File: config.mk
export PLATFORM = sky130hd
export DESIGN_NAME = writeback_stage
export DESIGN_NICKNAME = d
export VERILOG_FILES = /design/src/rtl/riscv_pkg.sv /design/src/rtl/load_extend.sv /design/src/rtl/writeback_stage.sv
export SDC_FILE = /design/constraint.sdc
export NUM_CORES = 1
export LEC_CHECK = 0
export CAP_MARGIN = 20
export CORE_AREA = 2 2 112 114
export CTS_CLUSTER_DIAMETER = 120
export DETAILED_ROUTE_END_ITERATION = 8
export DIE_AREA = 0 0 114 116
export PLACE_DENSITY = 0.85
export SLEW_MARGIN = 20
export SYNTH_ARGS = -nofsm -noshare
export SYNTH_HDL_FRONTEND = slang
export SYNTH_HIERARCHICAL = 1
export SYNTH_SLANG_ARGS = --single-unit
File: constraint.sdc
create_clock -name clk -period 3.3 [get_ports clk]
set_clock_uncertainty 0.05 [all_clocks]
set_input_delay 0.33 -clock clk [delete_from_list [all_inputs] [get_ports clk]]
set_output_delay 0.33 -clock clk [all_outputs]
set_load 0.05 [all_outputs]
File: src/rtl/riscv_pkg.sv
// Shared RISC-V encodings for the core: opcodes, load funct3 values, the canonical NOP,
// and small decode helpers.
package riscv_pkg;

    typedef enum logic [6:0] {
        OPC_LOAD   = 7'b0000011,
        OPC_STORE  = 7'b0100011,
        OPC_BRANCH = 7'b1100011,
        OPC_JAL    = 7'b1101111,
        OPC_JALR   = 7'b1100111,
        OPC_LUI    = 7'b0110111,
        OPC_AUIPC  = 7'b0010111,
        OPC_OP     = 7'b0110011,
        OPC_OP_IMM = 7'b0010011,
        OPC_SYSTEM = 7'b1110011
    } opcode_e;

    typedef enum logic [2:0] {
        F3_LB  = 3'b000,
        F3_LH  = 3'b001,
        F3_LW  = 3'b010,
        F3_LBU = 3'b100,
        F3_LHU = 3'b101
    } load_f3_e;

    localparam logic [31:0] NOP_INST = 32'h0000_0013;

    function automatic logic writes_rd(input logic [6:0] opc);
        case (opc)
            OPC_LOAD, OPC_JAL, OPC_JALR, OPC_LUI,
            OPC_AUIPC, OPC_OP, OPC_OP_IMM: return 1'b1;
            default:                       return 1'b0;
        endcase
    endfunction

    function automatic logic uses_rs1(input logic [6:0] opc, input logic [2:0] funct3);
        case (opc)
            OPC_OP, OPC_OP_IMM, OPC_LOAD,
            OPC_STORE, OPC_BRANCH, OPC_JALR: return 1'b1;
            // Only register-source CSR forms (csrrw/csrrs/csrrc) read rs1.
            OPC_SYSTEM: return (funct3 == 3'b001) || (funct3 == 3'b010) || (funct3 == 3'b011);
            default:    return 1'b0;
        endcase
    endfunction

    function automatic logic uses_rs2(input logic [6:0] opc);
        case (opc)
            OPC_OP, OPC_STORE, OPC_BRANCH: return 1'b1;
            default:                       return 1'b0;
        endcase
    endfunction

endpackage

File: src/rtl/load_extend.sv
// Aligns the DMEM read word by the low address bits and sign/zero-extends the loaded value.
module load_extend
    import riscv_pkg::*;
(
    input  logic [2:0]  funct3,
    input  logic [1:0]  addr,
    input  logic [31:0] dmem_dout,
    output logic [31:0] load_val
);

    logic [31:0] shifted;
    logic [7:0]  byte_val;
    logic [15:0] half_val;

    always_comb begin
        shifted  = dmem_dout >> {addr, 3'b000};
        byte_val = shifted[7:0];
        half_val = addr[1] ? dmem_dout[31:16] : dmem_dout[15:0];
        case (funct3)
            F3_LB:   load_val = {{24{byte_val[7]}}, byte_val};
            F3_LBU:  load_val = {24'h0, byte_val};
            F3_LH:   load_val = {{16{half_val[15]}}, half_val};
            F3_LHU:  load_val = {16'h0, half_val};
            default: load_val = dmem_dout;
        endcase
    end

endmodule

File: src/rtl/writeback_stage.sv
// MW pipeline register plus writeback select, regfile write port and MW->D forwarding.
module writeback_stage
    import riscv_pkg::*;
#(
    parameter int unsigned  DWIDTH = 32,
    parameter logic [31:0]  NOP    = NOP_INST
) (
    input  logic              clk,
    input  logic              rst,
    input  logic              stall,
    input  logic              flush,
    input  logic [31:0]       x2m_inst,
    input  logic [DWIDTH-1:0] x2m_pc,
    input  logic [DWIDTH-1:0] x2m_alu,
    input  logic [DWIDTH-1:0] dmem_dout,
    input  logic [31:0]       d_inst,
    output logic              wb_we,
    output logic [4:0]        wb_addr,
    output logic [DWIDTH-1:0] wb_val,
    output logic              wb2d_a,
    output logic              wb2d_b,
    output logic [31:0]       mw_inst
);

    logic [31:0]       inst_q, inst_d;
    logic [DWIDTH-1:0] pc_q, pc_d;
    logic [DWIDTH-1:0] alu_q, alu_d;
    logic [DWIDTH-1:0] load_val;
    logic [6:0]        opc;
    logic [4:0]        rd;
    logic              unused_d_inst;

    always_comb begin
        inst_d = inst_q;
        pc_d   = pc_q;
        alu_d  = alu_q;
        if (flush) begin
            inst_d = NOP;
            pc_d   = '0;
            alu_d  = '0;
        end else if (!stall) begin
            inst_d = x2m_inst;
            pc_d   = x2m_pc;
            alu_d  = x2m_alu;
        end
    end

    always_ff @(posedge clk) begin
        if (rst) begin
            inst_q <= NOP;
            pc_q   <= '0;
            alu_q  <= '0;
        end else begin
            inst_q <= inst_d;
            pc_q   <= pc_d;
            alu_q  <= alu_d;
        end
    end

    load_extend u_load_extend (
        .funct3    (inst_q[14:12]),
        .addr      (alu_q[1:0]),
        .dmem_dout (dmem_dout),
        .load_val  (load_val)
    );

    assign opc = inst_q[6:0];
    assign rd  = inst_q[11:7];

    always_comb begin
        case (opc)
            OPC_LOAD:          wb_val = load_val;
            OPC_JAL, OPC_JALR: wb_val = pc_q + DWIDTH'(4);
            default:           wb_val = alu_q;
        endcase
        wb_we   = writes_rd(opc) && (rd != 5'd0);
        wb_addr = rd;
        wb2d_a  = wb_we && (rd == d_inst[19:15]) && uses_rs1(d_inst[6:0], d_inst[14:12]);
        wb2d_b  = wb_we && (rd == d_inst[24:20]) && uses_rs2(d_inst[6:0]);
    end

    assign mw_inst       = inst_q;
    assign unused_d_inst = ^{d_inst[31:25], d_inst[11:7]};

endmodule

---- Yosys cells after proc, flatten, opt, wreduce, memory -nomap -nowiden ----
Cells that the tools add are included.
word-level totals
  register bits ........................... 96
  output and inout bits ................... 72
cells by class
  equal/unequal tests ..................... 22
  reduce and logical (&&, ||, !) cells .... 14
  mux-type cells .......................... 6
  shift operators ......................... 1
  add/subtract/negate cells ............... 1
operators by type and width
  kind                     count
  $pmux W32 S4             1
  $pmux W32 S2             1
  $eq A7 B7 Y1 const B     5
  $add A32 B3 Y32 const B  1
  $shr A32 B5 Y8           1
  $eq A7 B6 Y1 const B     4
  $eq A7 B5 Y1 const B     3
  $mux W16                 1
  $eq A7 B2 Y1 const B     2
  $eq A5 B5 Y1             2
  $reduce_or A7 Y1         1
  $eq A3 B1 Y1 const B     2
  $eq A3 B2 Y1 const B     2
  $eq A3 B3 Y1 const B     2
  $reduce_or A6 Y1         1
  $logic_and A1 B1 Y1      5
  $reduce_bool A5 Y1       1
  $reduce_or A2 Y1         2
  $logic_not A3 Y1         1
  $reduce_or A3 Y1         1
  $logic_or A1 B1 Y1       2
  $mux W1                  2
  $pmux W1 S2              1

---- Longest topological paths before layout ----
  depth in word-level cells ............... 6
  gate-level depth with buffers ........... 8
  gate-level depth less buffers ........... 7

---- Cells and area by module ----
Netlist, hierarchy kept.
modules (own cells, without submodules)
  module           cells an instance  instances  area each (µm²)  sequential area each (µm²)
  writeback_stage  515                1          4708.3           1921.8
  load_extend      109                1          628.1            0.0

---- Worst setup path before layout ----
Ideal clock, no wire load.
  path type ............................... register -> output
  from .................................... register inst_q[5], in the netlist mw_inst[5]
  to ...................................... output wb2d_a
  stages on the path, launching flop included .. 7
  data required time ...................... 2.920 ns
  path slack .............................. -0.146 ns
  arrival ................................. 3.066 ns
  cell sequence ........................... dfxtp_1 and4b_1 nand3_2 buf_6 a21oi_2 nand4b_1 nor3_1
on the way
  longest elaborated chain between the ends .. 6
ends and longest elaborated chain
  what                                  line                   RTL
  start: declaration                    writeback_stage.sv:25  logic [31:0] inst_q, inst_d;
  start signal: assignment              writeback_stage.sv:54  inst_q <= inst_d;
  $eq A7 B2 Y1 (tied with other cells)  riscv_pkg.sv:29        case (opc)
  $reduce_or A7 Y1 *                    riscv_pkg.sv:29
  $mux W1 *                             riscv_pkg.sv:29
  $logic_and A1 B1 Y1 *                 writeback_stage.sv:76  wb_we = writes_rd(opc) && (rd != 5'd0);
  net wb_we                             writeback_stage.sv:17  output logic wb_we,
  $logic_and A1 B1 Y1 * (2 in a row)    writeback_stage.sv:78  wb2d_a = wb_we && (rd == d_inst[19:15]) && uses_rs1(d_inst[6:0], d_inst[14:12]);
  end: declaration                      writeback_stage.sv:20  output logic wb2d_a,
Mark *: on every way through the listed nets, which the timed path passes. The rest lies on a longest branch.

---- Worst setup path after layout ----
  from .................................... register alu_q[0]
  to ...................................... output wb_val[2]
on the way
  longest elaborated chain between the ends .. 3
ends and longest elaborated chain
  what                      line                   RTL
  start: declaration        writeback_stage.sv:27  logic [DWIDTH-1:0] alu_q, alu_d;
  start signal: assignment  writeback_stage.sv:56  alu_q <= alu_d;
  $shr A32 B5 Y8            load_extend.sv:16      shifted = dmem_dout >> {addr, 3'b000};
  $pmux W32 S4              load_extend.sv:19      case (funct3)
  net load_val[2]           writeback_stage.sv:28  logic [DWIDTH-1:0] load_val;
  $pmux W32 S2              writeback_stage.sv:71  case (opc)
  end: declaration          writeback_stage.sv:19  output logic [DWIDTH-1:0] wb_val,
The timed path passes the listed nets, and every way through them passes these cells.

==> impl_metrics.csv <==
group,metric,value,unit
status,status,"complete, no violations",
clock_tree,cts_sinks,96,
pwr,pwr-share-clk,34.8,%
drt,dr.first_iter.drc_count,438,
layout,utilization,65.4,%
worst_setup_path,cp-start-kind,"register",
yosys,ys.warnings.count,6,
yosys,ys_ff_latch,96,
pwr,max-vdd-ir-drop,0.000308,V
clock_tree,postCtsHoldBufs,0,
yosys,synth_top_area_cell,"dfxtp_1",
worst_hold_path,hp-class,"reg2reg",
die,std_cell_rows,40,
pwr,power.switching,829,uW
worst_setup_path,crit_fanout,10,
timing,max_freq,0.325,GHz
yosys,synth_area,5340,sq um
place,routabilityCongestion,0.857,
worst_hold_path,whs_path_depth,2,
clock_tree,cts-root-buf,"clkbuf_16",
timing,max_slew_margin,29.6,%
yosys,synth.distinct_cells,51,
worst_hold_path,hold_path_end,"mw_inst[22]$_SDFFE_PP0N_",
pwr,power.share.sequential,42.1,%
grt,grt_pass1_wl,27100,um
timing,finalMaxSlewViolations,0,
worst_setup_path,crit_arrival,2.70,ns
drt,antenna_left,0,
worst_setup_path,crit_required,2.92,ns
grt,gr-usage-all-layers,26.1,%
run,cap_violations,0,
layout,diodes,0,
layout,n_fill_cell,982,
timing,fin_setup_tns,0,ns
pwr,switching_share,28.3,%
layout,multi_input_area,3160,sq um
clock_tree,cts_setup_buffers,0,
yosys,synthFlopType,"dfxtp_1",
layout,nets,985,
worst_setup_path,startpoint,"alu_q[0]$_SDFFE_PP0N_",
worst_setup_path,worst_r2r_path_depth,3,
worst_setup_path,crit_path_end_kind,"output port",
die,dieWidth,114,um
drt,drtPass1Iterations,5,
yosys,netlist_top_cells_count,"113 x nor2_1, 101 x mux2i_1, 96 x dfxtp_1, 64 x nand2_1, 36 x a22oi_1",
pwr,powerDensity,376,nW/um^2
timing,rsz0062_at_grt,"false",
layout,area_growth,46.0,%
place,hpwl,13100,um
grt,antenna_found_initial,0,
clock_tree,clock_latency,0.34,ns
yosys,avgSynthCellArea,8.55,sq um
worst_hold_path,holdCritStartpoint,"mw_inst[22]$_SDFFE_PP0N_",
timing,setup-violations-final,0,
yosys,synth-edff-count,0,
timing,timing.final.crit_share,93.3,%
worst_setup_path,reg2reg_slack,2.19,ns
clock_tree,cts_tree,"built",
grt,grt_overflow,0,
timing,fin_crit,3.08,ns
yosys,yosysSeqAreaShare,36.0,%
timing,hold_slack,0.444,ns
drt,wl_per_cell,17.9,um
yosys,synth.top_cell.area_share,36.0,%
layout,drive_above_1_share,9.94,%
pwr,p_leak,0.00316,uW
timing,hold_viol,0,
clock_tree,cts.htree.levels,3,
yosys,synth_nets,789,
die,fp.coreArea,11900,sq um
clock_tree,clk_path_buf_depth,2,
pwr,p_comb_share,23.2,%
drt,dr_total_vias,5416,
yosys,yosysMostFrequentCell,"nor2_1",
timing,tightest_slew,1.06,ns
grt,grt_pass1_vias,5448,
die,dieArea,13200,sq um
worst_setup_path,worstReg2RegStart,"mw_inst[13]$_SDFFE_PP0N_",
clock_tree,clk_pin_slew_worst_paths,0.07,ns
clock_tree,cts_buffers,9,
pwr,p_int,2100,uW
worst_setup_path,critical_path_class,"reg2out",
pwr,power,2930,uW
yosys,ys_async_sr_fraction,0,%
drt,routed_wl,17400,um
drt,viasPerCell,5.57,
grt,grt_max_degree,94,
place,numPortBuffers,223,
die,fp.dieH,116,um
yosys,syn_inst,624,
yosys,synth_area_leaders,"dfxtp_1 36%, mux2i_1 19%, nor2_1 7.9%, a22oi_1 5.1%, nand2_1 4.5%",
die,initial_core_util,44.8,%
layout,area.sequential,1920,sq um
worst_setup_path,timing.rr.end,"mw_inst[13]$_SDFFE_PP0N_",
clock_tree,cts_resized,0,
drt,drc,0,
die,ios,236,
[critical path: stages (launching register included)]
cell	delay, ns
dfxtp_1	0.40
nor2b_1	0.68
nor2_1	0.30
a22oi_1	0.30
o21ai_0	0.12
a221o_1	0.36
buf_4	0.20
[state kept, by name (all words and copies together), names as in the netlist]
| signal | cells |
|---|---|
| alu_q | 32 |
| mw_inst | 32 |
| pc_q | 32 |
[placed cells by master (no fill, tap or decap), drive strengths merged, types with 2 or more instances in the layout]
cell and n:
clkdlybuf4s50 188, nor2 114, mux2i 101, dfxtp 96, nand2 66, buf 44
a22oi 36, o21ai 36, xor2 21, nand3 18, xnor2 16, clkbuf 12
nand4 10, and3 8, a21oi 8, nor3 6, mux2 5, nor2b 4
inv 4, a221o 3, o21bai 3, and4 2, o2111ai 2, nand4b 2
clkinv 2, o211ai 2, or2 2
[per-stage QoR]
stage               cells  instance area (sq um)  setup WS (ns)
floorplan             624                   5340         -0.146
global placement      956                   7500          0.429
detailed placement    956                   7500          0.393
CTS                   972                   7790          0.290
global route          972                   7790         0.0421
finish                972                   7790          0.220
[kinds of logic (layout without fill, tap and decap cells)]
| family | after synthesis | count (layout) | synth area share [%] |
|---|---|---|---|
| fa+ha+maj | 1 | 1 | 0.234 |
| flops | 96 | 96 | 36.0 |
| xor+xnor | 37 | 37 | 6.07 |
| buf+inv | 50 | 251 | 4.88 |
| simple gates | 240 | 240 | 20.7 |
| compound gates | 93 | 93 | 11.7 |
| mux | 107 | 107 | 20.4 |
[area by class of cell]
cell class              instances  area share [%]
flip-flops and latches         96            24.7
well taps                     147            2.36
inverters                       3           0.145
multi-input cells             478            40.5
repair buffers                232            28.6
clock buffers                  12            3.42
clock inverters                 4           0.337
[worst max-delay path by stage]
stage | endpoint | slack (ns)
after floorplan | wb2d_a | -0.15
after global placement | wb_val[24] | 0.43
after detailed placement | wb_val[29] | 0.39
after CTS | wb_val[4] | 0.29
after global routing | wb_val[4] | 0.04
final | wb_val[2] | 0.22
[routing by layer]
layer	GRT usage (%)	vias to the layer above	wire, um
li1	-	2572	-
met1	30.2	2542	6770
met3	5.65	33	1570
met2	47.7	269	8680
met5	0	-	0
met4	9.27	0	419
[power groups by stage]
stage                     clock (uW)  sequential (uW)  combinational, uW
after floorplan                    0             1290                328
after global placement             0             1260                663
after detailed placement           0             1260                675
after CTS                       1030             1230                679
after global routing            1080             1240                720
final                           1020             1230                679
(Power assumes the default switching activity.)
==> RTL edit 1 (same settings) <==
`pc_q` no longer has a reset.
--- a/src/rtl/writeback_stage.sv
+++ b/src/rtl/writeback_stage.sv
@@ -48,13 +48,15 @@
     always_ff @(posedge clk) begin
         if (rst) begin
             inst_q <= NOP;
-            pc_q   <= '0;
             alu_q  <= '0;
         end else begin
             inst_q <= inst_d;
-            pc_q   <= pc_d;
             alu_q  <= alu_d;
         end
+    end
+
+    always_ff @(posedge clk) begin
+        pc_q <= pc_d;
     end
 
     load_extend u_load_extend (
Function: same outputs for any inputs over 4 cycles, from zero or initial values; that may be too few to reach the edited logic, so the function may still have changed.
==> RTL edit 1 against the original RTL <==
Setup slack lost 78 ps. Sequential cell count is the same. Cell count grew 2.0%. Area after synthesis grew 0.19%. Total power grew 4.7%. Global-route usage grew 0.33 points. Register-to-register slack gained 200 ps. Synthesized cell count grew 2.9%. Design area grew 2.2%. Critical path type unchanged. Count of clock-buffer cells in the layout is the same. Critical path depth is the same. Critical endpoint is now wb_val[31]. Routed wire length grew 2.9%.
==> RTL edit 1: results (changes against the original RTL) <==
* Power density cells at 385 mW/mm^2 (was 376 mW/mm^2)
* M1 WL at 7640 um (was 6770 um)
* Switch Pwr at 0.864 mW (was 0.829 mW)
* Clock power share at 35.8% (was 34.8%)
* Crit-path max FO at 8 (was 10)
* Placed Cells incl. Taps at 975 (was 956)
* Met1 GRT Util at 35.7% (was 30.2%)
* Final non-clock buffer share at 29.0% (was 28.6%)
* Slew headroom at 44.3% (was 29.6%)
* Final core utilization at 66.8% (was 65.4%)
* Nonclk buf count at 238 (was 232)
* Placer Congestion at 0.902 (was 0.857)
* First-pass GRT wire length at 27500 um (was 27100 um)
* Hold Path Origin: alu_q[30] (was mw_inst[22])
* Multi-input gates at 487 (was 478)
* Hold EP: alu_q[30] (was mw_inst[22])
* Synth area leaders: dfxtp_1 36%, mux2i_1 19%, nor2_1 8.1%, a22oi_1 4.6%, nand2_1 4.6% (was dfxtp_1 36%, mux2i_1 19%, nor2_1 7.9%, a22oi_1 5.1%, nand2_1 4.5%)
* Met2 Use GR at 43.5% (was 47.7%)
* Worst r2r src: alu_q[1] (was mw_inst[13])
* Fraction of area in multi-input gates at 40.2% (was 40.5%)
* Overall Global Routing Usage at 26.4% (was 26.1%)
* Status: completed (unchanged)
* Syn_nets at 807 (was 789)
* Maximum clock path buffer count at 2 (unchanged)
* Post-synth top cells: 115 x nor2_1, 102 x mux2i_1, 96 x dfxtp_1 (was 113 x nor2_1, 101 x mux2i_1, 96 x dfxtp_1)
* Sequential portion of the cell area at 24.1% (was 24.7%)
* FF-to-FF setup slack at 2390 ps (was 2190 ps)
* Syn Inst Count at 642 (was 624)
* Static leakage at 3.20 nW (was 3.16 nW)
* Sequential share of the synthesized area at 35.9% (was 36.0%)
* Vias in the first global route at 5296 (was 5448)
* DP Area at 0.00763 mm^2 (was 0.00750 mm^2)
* Maximum VDD drop at 242 uV (was 308 uV)
* CP arrival at 2780 ps (was 2700 ps)
* Reg2reg end: alu_q[1] (was mw_inst[13])
* Metal2 WL at 8380 um (was 8680 um)
* Layout Nets at 1004 (was 985)
* Inverters at 7 (was 3)
* Largest net degree at the start of global routing at 70 (was 94)
* Vias per cell at 5.54 (was 5.57)
==> RTL edit 1: critical path: stages, from the launching register on <==
cell and delay (ps):
dfxtp_1 470, nand4_2 190, or2_1 290, or4_1 670, or4_1 510, nand3_1 90
buf_4 210
==> RTL edit 1: kinds of logic after synthesis <==
group	share of synthesized area (%)
xor gates and xnor gates	5.24
DFF	35.9
adders and majority gates	0.234
muxes	20.6
buffers and inverters	4.89
AOI/OAI and AO/OA	11.8
and+or+nand+nor	21.3
==> RTL edit 1: worst max path at each step <==
stage	startpoint	to	slack, ps	cells after the start
2_1_floorplan	pc_q[16]	wb_val[27]	80	6
3_3_place_gp	dmem_dout[31]	wb_val[21]	280	9
3_5_place_dp	dmem_dout[31]	wb_val[21]	250	9
4_1_cts	pc_q[16]	wb_val[29]	150	6
5_1_grt	pc_q[2]	wb_val[30]	20	7
6_report	pc_q[5]	wb_val[31]	140	6
==> RTL edit 2 (same settings) <==
Made on the original files. Reset style: asynchronous (`rst`), changed in one clocked block.
--- a/src/rtl/writeback_stage.sv
+++ b/src/rtl/writeback_stage.sv
@@ -45,7 +45,7 @@
         end
     end
 
-    always_ff @(posedge clk) begin
+    always_ff @(posedge clk or posedge rst) begin
         if (rst) begin
             inst_q <= NOP;
             pc_q   <= '0;
Behaviour: differs if rst is asserted again (counterexample within 4 cycles, from zero or initial values and one cycle with rst high); with rst held inactive, the same outputs for 4 cycles.
==> RTL edit 2 against the original RTL <==
Critical path type unchanged. Hold slack worse by 83 ps. Setup slack lost 7.1 ps. Total power up 10%. Count of clock-buffer cells in the layout decreased by 2. Combinational power up 43%. Routed wire length up 7.0%. Sequential cell count stayed put. Largest cell class unchanged. First-iteration DRC count grew 41%. Area after synthesis grew 11%. Design area is 8.3% higher.
==> RTL edit 2: results (changes against the original RTL) <==
* Sequential share of the synthesized area at 40.8% (was 36.0%)
* Placer Congestion at 0.917 (was 0.857)
* Worst Max-Slew Pin Slew at 894 ps (was 1060 ps)
* P_int at 2.18 mW (was 2.10 mW)
* Layout fillers at 917 (was 982)
* Drt first pass iters at 7 (was 5)
* Postcts setup bufs at 0 (unchanged)
* Ys async rst share at 100% (was 0%)
* Overall Global Routing Usage at 28.0% (was 26.1%)
* Reg2reg end: mw_inst[13] (unchanged)
* Worst r2r src: mw_inst[13] (unchanged)
* CP arrival at 2710 ps (was 2700 ps)
* Critical Path Start: alu_q[0] (unchanged)
* Largest stage delay on the critical path at 620 ps (was 680 ps)
* Yosys cell types at 50 (was 51)
* Maximum VDD drop at 275 uV (was 308 uV)
* Largest net degree at the start of global routing at 52 (was 94)
* Synth area leaders: dfrtp_1 39%, mux2i_1 17%, nor2_1 7.2%, a22oi_1 4.7%, nand2_1 3.8% (was dfxtp_1 36%, mux2i_1 19%, nor2_1 7.9%, a22oi_1 5.1%, nand2_1 4.5%)
* First-pass GRT wire length at 28900 um (was 27100 um)
* Static leakage at 3.76 nW (was 3.16 nW)
* Status: completed (unchanged)
* Post-synth top cells: 113 x nor2_1, 98 x mux2i_1, 93 x dfrtp_1 (was 113 x nor2_1, 101 x mux2i_1, 96 x dfxtp_1)
* Routed via count at 5591 (was 5416)
* Layout Nets at 995 (was 985)
* Avg WL per Cell at 19.0 um (was 17.9 um)
* Crit-path max FO at 10 (unchanged)
* Final HPWL DP at 14100 um (was 13100 um)
* Initial drt markers at 616 (was 438)
* Worst min-delay path class: in2async (was reg2reg)
* Share of cells above drive strength 1 at 12.7% (was 9.94%)
* Syn_nets at 790 (was 789)
* FF-to-FF setup slack at 2160 ps (was 2190 ps)
* Setup crit end: wb_val[2] (unchanged)
* Ys flop type: dfrtp_1 (was dfxtp_1)
-- RTL edit 2: cell count changes in the layout (fill, tap and decap cells not counted), moves of 5 or more --
| cell | delta |
|---|---|
| o21ai_1 | -19 |
| dfxtp_1 | -96 |
| nor4_2 | +5 |
| o21ai_0 | +19 |
| xor2_1 | -8 |
| nand3_1 | -5 |
| and3_1 | -6 |
| buf_4 | +7 |
| dfrtp_1 | +93 |
| xnor2_1 | +8 |
-- RTL edit 2: worst min path at each step --
| stage | cells after the start | start | slack [ps] | end |
|---|---|---|---|---|
| final | 2 | rst | 360 | pc_q[14] |
| after global routing | 2 | rst | 430 | pc_q[24] |
| after CTS | 2 | rst | 390 | pc_q[14] |
| after detailed placement | 2 | mw_inst[21] | 460 | mw_inst[21] |
| after global placement | 2 | mw_inst[18] | 460 | mw_inst[18] |
| after floorplan | 2 | x2m_alu[0] | 430 | alu_q[0] |
-- RTL edit 2: cell type report --
type | instances | area share (%)
Clock buffer | 10 | 2.71
Clock inverter | 6 | 0.430
Inverter | 6 | 0.297
Multi-Input combinational cell | 476 | 38.3
Sequential cell | 96 | 28.5
Tap cell | 147 | 2.18
Timing Repair Buffer | 241 | 27.5
-- RTL edit 2: logic make-up (layout without fill, tap and decap cells) --
group           after synthesis  count (layout)  share of synthesized area (%)
fa+ha+maj                     1               1                          0.212
xor+xnor                     37              37                           5.50
buf+inv                      53             263                           4.86
flops                        96              96                           40.8
mux                         104             104                           18.0
simple gates                237             237                           19.6
compound gates               97              97                           11.1
-- RTL edit 2: per-stage QoR --
step           total power [mW]  setup WS [ps]  instances  hold WS (ps)  cell area [um^2]
4_1_cts                    3.24            177        978           395              8410
5_1_grt                    3.35           67.8        982           426              8440
3_3_place_gp               2.27            262        962           456              8140
2_1_floorplan              1.89            207        625           433              5910
3_5_place_dp               2.29            214        962           463              8140
6_report                   3.23            213        982           361              8440
-- RTL edit 2: routing by layer --
layer	GRT usage (%)	up-vias	routed length, um
met5	0	-	0
met4	10.5	0	451
met2	46.5	295	9110
li1	-	2598	-
met1	36.4	2670	7520
met3	5.75	28	1570
-- RTL edit 2: power groups by stage --
stage | sequential, mW | combinational (mW) | clock, mW
after global routing | 1.33 | 1.02 | 1.00
after floorplan | 1.40 | 0.489 | 0
final | 1.32 | 0.968 | 0.949
after CTS | 1.31 | 0.956 | 0.964
after detailed placement | 1.34 | 0.951 | 0
after global placement | 1.33 | 0.936 | 0
-- RTL edit 2: worst reg2reg max path: cells and delay by family (launching register included) --
| family | cells | cell delay [ps] |
|---|---|---|
| DFF | 1 | 530 |
| buffers and inverters | 1 | 300 |
| muxes | 1 | 110 |
| and+or+nand+nor | 1 | 100 |
